$ cat config.mk
export PLATFORM = sky130hd
export DESIGN_NAME = ssd_scan_controller
export DESIGN_NICKNAME = d
export VERILOG_FILES = /design/src/rtl/ssd_scan_controller.sv
export SDC_FILE = /design/constraint.sdc
export NUM_CORES = 1
export LEC_CHECK = 0
export CAP_MARGIN = 20
export CORE_ASPECT_RATIO = 0.9
export CORE_MARGIN = 2
export CORE_UTILIZATION = 50
export DETAILED_ROUTE_END_ITERATION = 10
export PLACE_DENSITY = 0.76
export SLEW_MARGIN = 20
export SYNTH_ARGS = -nofsm -noshare
export SYNTH_HDL_FRONTEND = slang
export SYNTH_SLANG_ARGS = --single-unit
export TNS_END_PERCENT = 10
$ cat constraint.sdc
create_clock -name clk -period 2.54 [get_ports clk]
set_clock_uncertainty 0.05 [all_clocks]
set_input_delay 0.508 -clock clk [delete_from_list [all_inputs] [get_ports clk]]
set_output_delay 0.508 -clock clk [all_outputs]
set_load 0.1 [all_outputs]
$ cat src/rtl/ssd_scan_controller.sv
// Probe display sequencer: picks a probe source (auto-scan or manual), converts its value to BCD
// with a shift-add-3 engine and drives a 4-digit multiplexed seven-segment display.
module ssd_scan_controller #(
    parameter int NUM_W      = 14,
    parameter int NUM_SRC    = 12,
    parameter int DWELL_CYC  = 100000000,
    parameter int SAMPLE_CYC = 1000000,
    parameter int REFRESH_W  = 20,
    parameter int BLANK_LZ   = 0
) (
    input  logic             clk,
    input  logic             rst,
    input  logic             auto_en,
    input  logic [3:0]       man_sel,
    input  logic [NUM_W-1:0] value_in,
    output logic [3:0]       sel_out,
    output logic             busy,
    output logic [3:0]       Anode,
    output logic [6:0]       LED_out
);
    localparam int DW   = $clog2(DWELL_CYC);
    localparam int SW   = $clog2(SAMPLE_CYC);
    localparam int BW   = $clog2(NUM_W + 1);
    localparam int SR_W = NUM_W + 16;
    localparam logic [3:0] DASH = 4'hA;

    typedef enum logic [1:0] {IDLE, LOAD, CONV, UPDATE} state_t;

    state_t              state, state_next;
    logic                load_en, conv_en, upd_en;
    logic [3:0]          sel_prev;
    logic [DW-1:0]       dwell_cnt;
    logic [SW-1:0]       samp_cnt;
    logic                samp_exp, man_ok, trigger, pending;
    logic [SR_W-1:0]     sr, sr_adj;
    logic [BW-1:0]       bit_cnt;
    logic                ovf;
    logic [15:0]         disp;
    logic [REFRESH_W-1:0] ref_cnt;
    logic [1:0]          idx;
    logic [3:0]          cur_digit, anode_next;
    logic                blank;
    logic [6:0]          seg;

    assign samp_exp = (samp_cnt == SW'(SAMPLE_CYC - 1));
    assign man_ok   = ({28'd0, man_sel} < 32'(NUM_SRC));
    assign trigger  = (sel_out != sel_prev) || samp_exp;

    always_ff @(posedge clk or negedge rst) begin
        if (!rst) begin
            sel_out   <= 4'd0;
            sel_prev  <= 4'd0;
            dwell_cnt <= '0;
            samp_cnt  <= '0;
        end else begin
            sel_prev <= sel_out;
            samp_cnt <= samp_exp ? '0 : samp_cnt + SW'(1);
            if (auto_en) begin
                if (dwell_cnt == DW'(DWELL_CYC - 1)) begin
                    dwell_cnt <= '0;
                    sel_out   <= (sel_out == 4'(NUM_SRC - 1)) ? 4'd0 : sel_out + 4'd1;
                end else begin
                    dwell_cnt <= dwell_cnt + DW'(1);
                end
            end else begin
                dwell_cnt <= '0;
                sel_out   <= man_ok ? man_sel : 4'd0;
            end
        end
    end

    always_comb begin
        state_next = state;
        load_en    = 1'b0;
        conv_en    = 1'b0;
        upd_en     = 1'b0;
        case (state)
            IDLE:   if (trigger || pending) state_next = LOAD;
            LOAD:   begin load_en = 1'b1; state_next = CONV; end
            CONV:   begin conv_en = 1'b1; if (bit_cnt == BW'(1)) state_next = UPDATE; end
            UPDATE: begin upd_en = 1'b1; state_next = IDLE; end
            default: state_next = IDLE;
        endcase
    end

    // A trigger arriving mid-conversion is remembered once and served after UPDATE.
    always_ff @(posedge clk or negedge rst) begin
        if (!rst) begin
            state   <= LOAD;
            pending <= 1'b0;
            busy    <= 1'b0;
        end else begin
            state <= state_next;
            if (state == IDLE)  pending <= 1'b0;
            else if (trigger)   pending <= 1'b1;
            if (state_next == LOAD || load_en) busy <= 1'b1;
            else if (upd_en)                   busy <= 1'b0;
        end
    end

    always_comb begin
        sr_adj = sr;
        for (int i = 0; i < 4; i++) begin
            if (sr[NUM_W + 4*i +: 4] >= 4'd5)
                sr_adj[NUM_W + 4*i +: 4] = sr[NUM_W + 4*i +: 4] + 4'd3;
        end
    end

    always_ff @(posedge clk or negedge rst) begin
        if (!rst) begin
            sr      <= '0;
            bit_cnt <= '0;
            ovf     <= 1'b0;
            disp    <= '0;
        end else begin
            if (load_en) begin
                sr      <= {16'd0, value_in};
                bit_cnt <= BW'(NUM_W);
                ovf     <= (32'(value_in) > 32'd9999);
            end else if (conv_en) begin
                sr      <= {sr_adj[SR_W-2:0], 1'b0};
                bit_cnt <= bit_cnt - BW'(1);
            end
            if (upd_en) disp <= ovf ? {4{DASH}} : sr[SR_W-1 -: 16];
        end
    end

    assign idx = ref_cnt[REFRESH_W-1 -: 2];

    always_comb begin
        cur_digit  = disp[3:0];
        anode_next = 4'b1110;
        blank      = 1'b0;
        case (idx)
            2'd0: begin cur_digit = disp[15:12]; anode_next = 4'b0111; blank = (disp[15:12] == 4'd0); end
            2'd1: begin cur_digit = disp[11:8];  anode_next = 4'b1011; blank = (disp[15:8] == 8'd0);  end
            2'd2: begin cur_digit = disp[7:4];   anode_next = 4'b1101; blank = (disp[15:4] == 12'd0); end
            default: begin cur_digit = disp[3:0]; anode_next = 4'b1110; blank = 1'b0; end
        endcase
        if (BLANK_LZ == 0) blank = 1'b0;
    end

    always_comb begin
        case (cur_digit)
            4'd0:    seg = 7'b0000001;
            4'd1:    seg = 7'b1001111;
            4'd2:    seg = 7'b0010010;
            4'd3:    seg = 7'b0000110;
            4'd4:    seg = 7'b1001100;
            4'd5:    seg = 7'b0100100;
            4'd6:    seg = 7'b0100000;
            4'd7:    seg = 7'b0001111;
            4'd8:    seg = 7'b0000000;
            4'd9:    seg = 7'b0000100;
            DASH:    seg = 7'b1111110;
            default: seg = 7'b1111111;
        endcase
    end

    // Outputs lag the refresh index by one cycle; they only ever see committed digits.
    always_ff @(posedge clk or negedge rst) begin
        if (!rst) begin
            ref_cnt <= '0;
            Anode   <= 4'b1111;
            LED_out <= 7'b1111111;
        end else begin
            ref_cnt <= ref_cnt + REFRESH_W'(1);
            Anode   <= anode_next;
            LED_out <= blank ? 7'b1111111 : seg;
        end
    end
endmodule

==> flow_summary_export.csv, run 1 <==
group,metric,value,unit
outcome,outcome,"finished clean",
timing,max_freq,445,MHz
worst_setup_path,arrival,2.51,ns
route,drt-pass1-iter-count,4,
floorplan,core_area,0.0132,mm²
clocking,tritoncts,"done",
layout,synthToLayoutAreaGrowth,18.1,%
logic_synthesis,syn_area_per_cell,10.6,µm²
logic_synthesis,synth-main-ff-cell,"dfrtp_1",
pwr,powerDensity,1060,mW/mm²
route,drc,0,
timing,rsz0062_at_grt,"no",
route,vias,4755,
floorplan,pin_count,37,
grt,grt.total_usage,0.192,
logic_synthesis,synthDistinctLibCells,51,
layout,diodes,0,
grt,grt_max_degree,66,
floorplan,die_x,126,µm
grt,antenna_found_initial,0,
grt,grt_pass1_vias,4830,
worst_hold_path,min-delay-path-class,"register to register",
timing,period_needed,2.25,ns
floorplan,fp-row-count,40,
grt,grt_pass1_wl,22.2,mm
clocking,cts_buffers,17,
clocking,post_cts_resized,0,
logic_synthesis,ys_async_sr_fraction,1.00,
route,viasPerCell,5.52,
route,drt_wl_total,12.7,mm
logic_synthesis,yosysWarnings,0,
route,wl_per_cell,14.7,µm
timing,finalMaxSlewViolations,0,
place,gp_congestion,0.872,
timing,min_period_over_period,0.885,
worst_setup_path,endpoint_kind,"register",
clocking,clk_latency,0.43,ns
timing,worst_pin_slew,0.697,ns
pwr,power_leakage,3.52,nW
place,dp_hpwl,8.59,mm
timing,relSlewSlack,0.531,
clocking,cts_hold_buf,1,
clocking,clockBufferDepth,2,
logic_synthesis,syn-num-nets,680,
flow_run,cap_viol_max_count,0,
layout,fin_cells,861,
worst_setup_path,slowest_stage,"or4b_4",
timing,setup_viol,0,
worst_setup_path,cp_max_fo,7,
grt,grt_overflow_total,0,
layout,final_cell_mix,"dfrtp_1, nor2_1, inv_1",
floorplan,die_height,114,µm
worst_setup_path,max_stage_delay,0.55,ns
timing,tns,0,ns
pwr,ir_drop,749,µV
layout,nNetsFinal,725,
pwr,fin_total_pwr,8.39,mW
clocking,cts-root-buf,"clkbuf_16",
logic_synthesis,syn_inst,635,
clocking,post_cts_buffers,0,
place,placed_cells,828,
layout,drive_gt1_frac,0.128,
layout,final_common_cell,"dfrtp_1",
clocking,clk_pin_slew,0.06,ns
floorplan,start_util,0.508,
clocking,cts_num_sinks,141,
logic_synthesis,yosysSeqAreaShare,0.528,
route,first_iter_violations,281,
logic_synthesis,ys_ff_latch,141,
worst_setup_path,critical_path_class,"register to register",
floorplan,dieArea,0.0144,mm²
worst_setup_path,crit_required,2.80,ns
worst_setup_path,start_kind,"register",
logic_synthesis,syn_area,0.00672,mm²
worst_setup_path,path_cells,"or4b_4 > nor3_4 > and3_1 > mux2_2 > a22o_1",
layout,fillers,1061,
logic_synthesis,synth_edf_count,0,
route,ant_nets,0,
clocking,htreeDepth,4,
place,io_buffers,36,
timing,hold_violations,0,
## cell usage after synthesis, types with 7 or more instances
cell type  number  area share
nor2b_1        13       0.012
dfstp_2        12       0.047
inv_1          38       0.021
ha_1           24       0.045
mux2i_1        19       0.028
buf_1           7      0.0039
nor3_1          8      0.0060
nand2b_1       11       0.010
nor2_1         77       0.043
xnor2_1        37       0.048
clkbuf_1       10      0.0056
nand4_1        18       0.017
xor2_1         30       0.039
a31oi_1         9      0.0084
and3_1          8      0.0075
o22ai_1        12       0.011
a31o_2          8       0.010
nand3_1        36       0.027
nand2_1        21       0.012
o21ai_0        14       0.010
dfrtp_1       129        0.48
a21oi_1        32       0.024
## registers in the layout, indices dropped and copies added, names as in the netlist, 2 cells and up
signal / flops
bit_cnt: 4
sel_prev: 4
samp_cnt: 20
sel_out: 4
ref_cnt: 20
disp: 16
dwell_cnt: 27
Anode: 4
sr: 30
state: 2
LED_out: 7
## per-layer routing
| layer | track usage | up-vias | part of all wire |
|---|---|---|---|
| li1 | - | 2292 | - |
| met1 | 0.248 | 2373 | 0.46 |
| met2 | 0.315 | 70 | 0.49 |
| met3 | 0.0446 | 20 | 0.032 |
| met4 | 0.0769 | 0 | 0.018 |
| met5 | 0 | - | 0 |
## final timing paths
check / start / to / slack, ns / cells after the start
min in group asynchronous: rst / ref_cnt[4] / 0.54 / 2
worst min-delay path: ref_cnt[10] / ref_cnt[10] / 0.42 / 1
max in group asynchronous: rst / sr[10] / 1.15 / 3
worst max-delay path: dwell_cnt[11] / sel_out[1] / 0.29 / 5
worst min register to register: ref_cnt[10] / ref_cnt[10] / 0.42 / 1
worst max register to register: dwell_cnt[11] / sel_out[1] / 0.29 / 5
## where the power goes
part	internal [mW]	total [mW]	switching (mW)	leakage, nW
Combinational	0.858	2.57	1.72	1.41
Sequential	2.72	3.00	0.272	1.79
Clock	1.87	2.82	0.953	0.315
Total	5.45	8.39	2.94	3.52
## cell families (layout without fill, tap and decap cells)
logic type	after synthesis	after routing	share of synthesized area
multiplexers	24	24	0.0434
XOR/XNOR	67	67	0.0874
flip-flops	141	141	0.528
adder cells (fa/ha/maj)	24	24	0.0447
AND/OR/NAND/NOR	220	220	0.168
buffers and inverters	61	119	0.0367
AO/OA/AOI/OAI	98	98	0.0926
## cell type report
type | instances | area [µm²] | share of cell area
Multi-Input combinational cell | 433 | 2930 | 0.369
Sequential cell | 141 | 3540 | 0.447
Tap cell | 168 | 210 | 0.0265
Inverter | 39 | 146 | 0.0185
Clock buffer | 18 | 439 | 0.0554
Timing Repair Buffer | 48 | 427 | 0.0538
Clock inverter | 14 | 240 | 0.0303
## critical path, delay by kind of cell (launching register included)
| family | cells | cell delay [ns] |
|---|---|---|
| AO/OA/AOI/OAI | 1 | 0.18 |
| flip-flops | 1 | 0.44 |
| multiplexers | 1 | 0.37 |
| AND/OR/NAND/NOR | 3 | 1.11 |
## per-stage QoR
stage	util	worst slack, ns	hold slack [ns]	cell area [µm²]
after floorplan	-	0.453	0.162	6720
final	0.600	0.292	0.425	7930
after global placement	0.548	0.387	0.403	7240
after detailed placement	0.548	0.328	0.408	7240
after CTS	0.600	0.307	0.419	7930
after global routing	0.600	0.149	0.443	7930
Note: power is estimated with default switching activity, not from simulation.
==> run 2: changes to the inputs <==
CAP_MARGIN = unset   (was 20)
CORE_MARGIN = 1   (was 2)
MAX_ROUTING_LAYER = met4   (was unset)
==> flow_summary_export.csv, run 2 (synthesis gave the netlist of run 1 again) <==
group,metric,value,unit
route,vias,4714,
layout,largest-register,"sr",
worst_setup_path,reg2reg_slack,0.30,ns
timing,min_period_over_period,0.880,
layout,postLayoutCellArea,0.00790,mm²
route,drc,0,
floorplan,start_util,0.521,
layout,diodes,0,
layout,final_cell_mix,"dfrtp_1, nor2_1, inv_1",
worst_setup_path,max_stage_delay,0.57,ns
floorplan,core_area,0.0129,mm²
timing,relSlewSlack,0.564,
clocking,cts-root-buf,"clkbuf_16",
route,drt-pass1-iter-count,5,
grt,grt_pass1_wl,21.2,mm
pwr,power_leakage,3.52,nW
worst_hold_path,hp-start,"ref_cnt[14]",
worst_setup_path,endpoint_kind,"register",
route,first_iter_violations,248,
place,gp_congestion,0.821,
worst_setup_path,r2r_start,"dwell_cnt[12]",
floorplan,dieArea,0.0139,mm²
worst_setup_path,slowest_stage,"or4b_4",
layout,nNetsFinal,724,
clocking,clk_pin_slew,0.06,ns
worst_setup_path,arrival,2.49,ns
layout,final_common_cell,"dfrtp_1",
timing,worst_pin_slew,0.648,ns
place,placed_cell_area,0.00724,mm²
worst_hold_path,hold_path_end,"ref_cnt[14]",
worst_setup_path,reg2reg_depth,5,
grt,antenna_found_initial,0,
timing,rsz0062_at_grt,"no",
place,io_buffers,36,
pwr,ir_drop,795,µV
clocking,clk_latency,0.42,ns
clocking,post_cts_resized,0,
clocking,htreeDepth,4,
grt,grt.total_usage,0.203,
clocking,cts_buffers,17,
grt,grt_overflow_total,0,
worst_setup_path,critical_path_class,"register to register",
clocking,cts_num_sinks,141,
route,wl_per_cell,14.5,µm
clocking,post_cts_buffers,0,
route,ant_nets,0,
pwr,powerDensity,1050,mW/mm²
layout,synthToLayoutAreaGrowth,17.6,%
floorplan,die_x,124,µm
flow_run,cap_viol_max_count,0,
clocking,tritoncts,"done",
route,viasPerCell,5.51,
timing,hold_violations,0,
route,drt_wl_total,12.4,mm
worst_setup_path,cp_max_fo,7,
layout,drive_gt1_frac,0.126,
grt,grt_pass1_vias,4602,
floorplan,die_height,112,µm
timing,finalMaxSlewViolations,0,
outcome,outcome,"finished clean",
floorplan,fp-row-count,39,
timing,max_freq,447,MHz
timing,period_needed,2.24,ns
worst_hold_path,min_delay_path_depth,1,
clocking,clockBufferDepth,2,
worst_setup_path,r2r-end,"sel_out[1]",
timing,tns,0,ns
worst_setup_path,start_kind,"register",
grt,grt_max_degree,94,
layout,reg_top3,"sr x30, dwell_cnt x27",
worst_setup_path,crit_required,2.79,ns
worst_setup_path,path_cells,"or4b_4 > nor3_4 > and3_1 > mux2_2 > a22o_1",
worst_hold_path,min-delay-path-class,"register to register",
layout,largest_register_ffs,30,
place,dp_hpwl,8.44,mm
clocking,cts_hold_buf,1,
floorplan,pin_count,37,
timing,setup_viol,0,
## run 2: worst max path at each step
stage          depth (start not counted)           from       endpoint  slack (ns)
4_1_cts                                5  dwell_cnt[12]     sel_out[1]        0.30
3_3_place_gp                           5  dwell_cnt[12]     sel_out[1]        0.39
2_1_floorplan                          6  dwell_cnt[12]     sel_out[1]        0.45
6_report                               5  dwell_cnt[12]     sel_out[1]        0.30
5_1_grt                                5  dwell_cnt[12]  dwell_cnt[13]        0.20
3_5_place_dp                           5  dwell_cnt[12]     sel_out[1]        0.31
## run 2: through the flow
step / utilization / instances / setup slack [ns] / total power, mW / hold WS (ns)
detailed placement: 0.562 / 823 / 0.310 / 5.61 / 0.380
CTS: 0.613 / 856 / 0.303 / 8.34 / 0.422
global placement: 0.562 / 823 / 0.389 / 5.48 / 0.373
global route: 0.613 / 856 / 0.201 / 8.76 / 0.436
floorplan: - / 635 / 0.453 / 4.99 / 0.162
finish: 0.613 / 856 / 0.305 / 8.27 / 0.421
## run 2: routing by layer
layer  routed length, µm  share of wire  vias to the layer above  GRT usage
li1                    -              -                     2306          -
met1                5770           0.46                     2323      0.264
met2                6070           0.49                       73      0.307
met3                 453          0.037                       12     0.0538
met4                 125          0.010                        0     0.0659
met5                   0              0                        -          -
## run 2: critical path, delay by kind of cell, from the launching register on
family	cells	cell delay (ns)
muxes	1	0.36
DFF	1	0.43
and+or+nand+nor	3	1.10
AOI/OAI and AO/OA	1	0.18
## run 2: area by class of cell
| cell class | instances | area [µm²] |
|---|---|---|
| fillers | 1014 | 4980 |
| flip-flops and latches | 141 | 3540 |
| multi-input cells | 433 | 2930 |
| clock buffers | 20 | 457 |
| repair buffers | 47 | 432 |
| well taps | 164 | 205 |
| clock inverters | 12 | 191 |
| inverters | 39 | 146 |
## run 2: power breakdown
part           internal (mW)  total (mW)  switching, mW  leakage, nW
sequential              2.72        2.99          0.263         1.79
combinational          0.885        2.58           1.70         1.41
clock                   1.79        2.70          0.915        0.320
total                   5.39        8.27           2.88         3.52
